===== src/rtl/coin_credit_fsm.sv =====
// coin_credit_fsm: accumulates coin credit, dispenses at PRICE,
// returns change / refunds greedily (10/5/2/1), one coin per cycle.
//
// Ports:
//   clk          rising-edge system clock
//   rst_n        synchronous active-low reset
//   coin_val     coin value from the priority encoder, 0 = none
//   cancel       level request to abort and refund the credit
//   credit       current credit register
//   dispense     one-cycle pulse, release one drink
//   change_valid one-cycle pulse per returned coin
//   change_coin  value of the returned coin while change_valid, else 0
//   coin_reject  one-cycle pulse, inserted coin goes to the return chute
//   busy         high while dispensing or paying change
module coin_credit_fsm #(
    parameter int PRICE    = 15,
    parameter int CREDIT_W = 5
) (
    input  logic                clk,
    input  logic                rst_n,
    input  logic [3:0]          coin_val,
    input  logic                cancel,
    output logic [CREDIT_W-1:0] credit,
    output logic                dispense,
    output logic                change_valid,
    output logic [3:0]          change_coin,
    output logic                coin_reject,
    output logic                busy
);

    typedef enum logic [1:0] {
        IDLE,
        COLLECT,
        DISPENSE,
        CHANGE
    } state_t;

    localparam logic [CREDIT_W:0]   PRICE_X = (CREDIT_W+1)'(PRICE);
    localparam logic [CREDIT_W-1:0] PRICE_C = CREDIT_W'(PRICE);

    state_t            state;
    logic [3:0]        prev_coin;
    logic              coin_armed;
    logic              coin_evt;
    logic              coin_legal;
    logic [CREDIT_W:0] sum;
    logic [3:0]        greedy;

    // An event is a 0 -> nonzero transition, only once a 0 has been
    // seen after reset so a coin held through reset is never counted.
    always_comb begin
        coin_evt   = (coin_val != 4'd0) && (prev_coin == 4'd0)
                     && coin_armed;
        coin_legal = (coin_val == 4'd1) || (coin_val == 4'd2)
                     || (coin_val == 4'd5) || (coin_val == 4'd10);
        sum        = {1'b0, credit} + (CREDIT_W+1)'(coin_val);
    end

    // Largest coin not exceeding the remaining credit.
    always_comb begin
        greedy = 4'd0;
        priority case (1'b1)
            credit >= CREDIT_W'(10): greedy = 4'd10;
            credit >= CREDIT_W'(5):  greedy = 4'd5;
            credit >= CREDIT_W'(2):  greedy = 4'd2;
            credit >= CREDIT_W'(1):  greedy = 4'd1;
            default:                 greedy = 4'd0;
        endcase
    end

    always_ff @(posedge clk) begin
        if (!rst_n) begin
            state        <= IDLE;
            credit       <= '0;
            dispense     <= 1'b0;
            change_valid <= 1'b0;
            change_coin  <= 4'd0;
            coin_reject  <= 1'b0;
            busy         <= 1'b0;
            prev_coin    <= 4'd0;
            coin_armed   <= 1'b0;
        end else begin
            prev_coin <= coin_val;
            if (coin_val == 4'd0) begin
                coin_armed <= 1'b1;
            end
            dispense     <= 1'b0;
            change_valid <= 1'b0;
            change_coin  <= 4'd0;
            coin_reject  <= 1'b0;

            unique case (state)
                IDLE, COLLECT: begin
                    if (cancel && credit != '0) begin
                        // Cancel beats a same-edge coin; refund the
                        // pre-coin credit.
                        state       <= CHANGE;
                        busy        <= 1'b1;
                        coin_reject <= coin_evt;
                    end else if (coin_evt) begin
                        if (!coin_legal) begin
                            coin_reject <= 1'b1;
                        end else begin
                            credit <= sum[CREDIT_W-1:0];
                            if (sum >= PRICE_X) begin
                                state    <= DISPENSE;
                                dispense <= 1'b1;
                                busy     <= 1'b1;
                            end else begin
                                state <= COLLECT;
                            end
                        end
                    end
                end
                DISPENSE: begin
                    coin_reject <= coin_evt;
                    credit      <= credit - PRICE_C;
                    if (credit == PRICE_C) begin
                        state <= IDLE;
                        busy  <= 1'b0;
                    end else begin
                        state <= CHANGE;
                        busy  <= 1'b1;
                    end
                end
                CHANGE: begin
                    coin_reject  <= coin_evt;
                    change_valid <= 1'b1;
                    change_coin  <= greedy;
                    credit       <= credit - CREDIT_W'(greedy);
                    if (credit == CREDIT_W'(greedy)) begin
                        state <= IDLE;
                        busy  <= 1'b0;
                    end
                end
                default: begin
                    state <= IDLE;
                    busy  <= 1'b0;
                end
            endcase
        end
    end

endmodule


===== config.mk =====
export PLATFORM = sky130hd
export DESIGN_NAME = coin_credit_fsm
export DESIGN_NICKNAME = d
export VERILOG_FILES = /design/src/rtl/coin_credit_fsm.sv
export SDC_FILE = /design/constraint.sdc
export NUM_CORES = 1
export LEC_CHECK = 0
export CAP_MARGIN = 20
export CORE_ASPECT_RATIO = 0.75
export CORE_MARGIN = 1
export CORE_UTILIZATION = 45
export CTS_CLUSTER_SIZE = 20
export DETAILED_ROUTE_END_ITERATION = 8
export PLACE_DENSITY_LB_ADDON = 0.2
export SLEW_MARGIN = 20
export SYNTH_ARGS = -nofsm -noshare
export SYNTH_HDL_FRONTEND = slang
export SYNTH_SLANG_ARGS = --single-unit

===== constraint.sdc =====
create_clock -name clk -period 7.7 [get_ports clk]
set_clock_uncertainty 0.2 [all_clocks]
set_input_delay 1.54 -clock clk [delete_from_list [all_inputs] [get_ports clk]]
set_output_delay 1.54 -clock clk [all_outputs]
set_load 0.02 [all_outputs]

==> results of run 1 <==
==> layout make-up <==
| cell class | count | share of cell area [%] |
|---|---|---|
| Multi-Input combinational cell | 124 | 54.0 |
| Clock buffer | 3 | 2.54 |
| Timing Repair Buffer | 19 | 11.7 |
| Tap cell | 36 | 2.77 |
| Clock inverter | 1 | 1.84 |
| Sequential cell | 20 | 24.6 |
| Inverter | 11 | 2.54 |
==> final timing paths <==
check	from	to	slack, ns
worst min-delay path	coin_armed	coin_reject	0.29
worst max register to register	credit[1]	busy	4.35
worst min register to register	coin_armed	coin_reject	0.29
worst max-delay path	coin_val[0]	busy	3.15
==> routing by layer <==
layer / vias up / wire (um)
met5: - / 0
met4: 0 / 31
met3: 7 / 249
met2: 58 / 1350
met1: 551 / 1490
li1: 615 / -
==> critical path, delay by kind of cell <==
family | cells | cell delay (ns)
multiplexers | 1 | 0.28
buffers and inverters | 2 | 0.61
AO/OA/AOI/OAI | 2 | 0.33
adder cells (fa/ha/maj) | 2 | 0.61
AND/OR/NAND/NOR | 3 | 1.19
==> sequential cells by signal (all words and copies together), names as in the netlist <==
| signal | flops |
|---|---|
| change_valid | 1 |
| credit | 5 |
| busy | 1 |
| dispense | 1 |
| prev_coin | 4 |
| coin_armed | 1 |
| coin_reject | 1 |
| state | 2 |
| change_coin | 4 |
==> stage by stage <==
step / instances / setup WS [ns] / hold WS, ns
after floorplan: 163 / 3.58 / 0.248
after global placement: 210 / 2.97 / 0.265
after detailed placement: 210 / 2.89 / 0.272
after CTS: 214 / 3.16 / 0.285
after global routing: 214 / 3.11 / 0.312
final: 214 / 3.15 / 0.286
==> synthesized netlist by cell type, types with 4 or more instances <==
cell | instances | share of area (%)
dfxtp_1 | 20 | 29
nor2_1 | 15 | 4.1
ha_1 | 13 | 12
a21oi_1 | 12 | 4.4
inv_1 | 11 | 3.0
o21ai_0 | 8 | 2.9
and2_1 | 7 | 3.2
nand2_1 | 7 | 1.9
nand3_1 | 6 | 2.2
clkbuf_1 | 5 | 1.4
nor3_1 | 4 | 1.5
o211ai_1 | 4 | 2.2
xnor2_1 | 4 | 2.6
==> cell usage in the layout, fill, tap and decap left out, types with 3 or more instances in the layout <==
master	count
nand3_1	6
nand2_1	7
o211ai_1	4
inv_1	11
o21ai_0	8
a21oi_1	12
ha_1	13
xnor2_1	4
clkdlybuf4s50_1	19
and2_1	7
clkbuf_8	3
nor2b_1	3
nor3_1	4
nor2_1	15
dfxtp_1	20
==> cell families after synthesis <==
kind of cell,count (synthesis)
and+or+nand+nor,57
AOI/OAI and AO/OA,45
DFF,20
buffers and inverters,19
adders and majority gates,15
xor gates and xnor gates,6
muxes,1
==> power by group through the flow <==
stage	sequential [mW]	clock (mW)	combinational [mW]
floorplan	0.108	0	0.0143
global placement	0.109	0	0.0213
detailed placement	0.109	0	0.0219
CTS	0.107	0.109	0.0224
global route	0.107	0.113	0.0250
finish	0.107	0.108	0.0228
==> summary.txt, run 1 <==
Run status
  • Outcome: finished, final reports clean

Pwr
  • Clock share of power: 45.5%
  • Sw Ratio: 21.9%
  • Combinational share of power: 9.6%
  • Power consumption: 237 uW
  • Peak supply drop: 102 uV
  • Sequential power share: 44.9%
  • P_int: 185 uW
  • Power Dens Cells: 146 nW/um2
  • Sw power: 52.1 uW
  • Leak: 0.680 nW

Critical path
  • Max stage delay cell, worst path: clkdlybuf4s50_1
  • WP data arrival: 4.55 ns
  • Crit path kind: primary input to flip-flop
  • CP max stage delay: 0.54 ns
  • Crit path capture type: flip-flop
  • Crit-path max FO: 5
  • Worst-path cell chain: clkdlybuf4s50_1 -> ha_1 -> inv_1 -> fa_1 -> nand2b_1 -> or4_1 -> mux2_4 -> or4b_4 -> a21bo_1 -> a21boi_2
  • Required time worst endpoint: 7.71 ns
  • Startpoint type of the worst setup path: primary input
  • Depth of the most critical reg-to-reg path: 8

Logic synthesis
  • Post-synth top flop: dfxtp_1
  • Mux cell area share after synthesis: 1.10%
  • Post-synthesis adder-cell area fraction: 14.9%
  • YS warnings: 0
  • Register area share after synthesis: 29.4%
  • Synthesized flop and latch total: 20
  • XOR/XNOR Fraction of Synth Area: 3.85%
  • Synth cell types: 47
  • Synth Area in Compound Gates: 22.1%
  • Async S/R FF share, synth: 0%
  • Avg Synthesized Cell Area: 8.37 um2
  • Cells after synthesis: 163
  • Post-Synth Simple-Gate Area: 22.6%
  • Largest family of logic cells by synthesized area: simple AND/OR/NAND/NOR gates
  • Mapped Nets: 185
  • Number of enable flip-flop cells after synthesis: 0
  • Post-Syn Area: 1360 um2

Floorplan
  • Area of the core: 2740 um2
  • IO Count: 20
  • Die Y: 49.7 um
  • Die width: 65.6 um
  • Initial Utilization: 49.7%
  • Full die area: 3260 um2
  • Rows: 16

CTS
  • Setup repair bufs after CTS: 0
  • Latest clock arrival within the worst-skew pair: 0.27 ns
  • Post-CTS sizing: 0
  • TritonCTS buffer count: 3
  • CTS root buf: clkbuf_8
  • H-tree depth: 1
  • Hold-fix buffers, CTS: 0
  • Reg clk slew, reported paths: 0.08 ns
  • # clock sinks: 20
  • CTS tree: yes
  • CTS Buffer Depth: 2

Timing
  • Final Hold Violating Endpoints: 0
  • Worst slew margin: 61.8%
  • Final TNS setup: 0 ns
  • Fmax achieved: 220 MHz
  • Worst-Margin Slew: 0.573 ns
  • Crit path time final: 4.55 ns
  • Tcrit/Tclk final: 59.0%
  • Final Setup Violations: 0
  • Pins Over Slew Limit: 0
  • RSZ-0062 raised after global routing: no

Placed design
  • Post-DP HPWL: 2260 um
  • Area after DPL: 1560 um2
  • GPL Wtd Cong: 0.782
  • I/O Buffers: 19

Detailed routing
  • DRC violations left: 0
  • Final ANT Viol Nets: 0
  • Vias: 1231
  • Drt first pass iters: 4
  • WL per Instance: 14.6 um
  • DR iter-0 viols: 81
  • Routed vias/inst: 5.75
  • Total wire length: 3110 um

Global route
  • M1 GR Usage: 30.6%
  • Grt met2 use: 28.7%
  • Antenna violations before repair: 0
  • All-Layer GR Usage: 20.4%
  • Global route hottest layer: met1
  • First-pass GRT wire length: 5020 um
  • GR Util met3: 5.56%
  • Vias in the first global route: 1071
  • Largest net degree at the start of global routing: 19
  • Total gr overflow: 0

Hold path
  • Worst Hold Class: flip-flop to flip-flop
  • Hold path cells: 2

Layout
  • N_diodes: 0
  • Area Overhead vs Synth: 19.4%
  • Share of cells above drive strength 1: 4.49%
  • Fin util: 59.4%
  • Cell area after layout: 1630 um2
  • # fillers: 221
  • Area of the multi-input gates: 880 um2
  • Fin nets: 201
  • Reg area: 400 um2

Job
  • Max Cap Viol: 0
(Power assumes the default switching activity.)
==> inputs of run 2 (changes only) <==
==> constraint.sdc (replaced) <==
create_clock -name clk -period 4.5 [get_ports clk]
set_clock_uncertainty 0.2 [all_clocks]
set_input_delay 0.9 -clock clk [delete_from_list [all_inputs] [get_ports clk]]
set_output_delay 0.9 -clock clk [all_outputs]
set_load 0.02 [all_outputs]
==> results of run 2 <==
Same layout as run 1 (identical final DEF). Status: finished, final reports clean.
Among the figures that moved: setup slack after placement 2.89 ns -> 0.331 ns; setup slack after layout 3.15 ns -> 0.594 ns; register-to-register setup slack 4.35 ns -> 1.15 ns; total power 0.237 mW -> 0.406 mW; worst IR drop on VDD 102 uV -> 175 uV
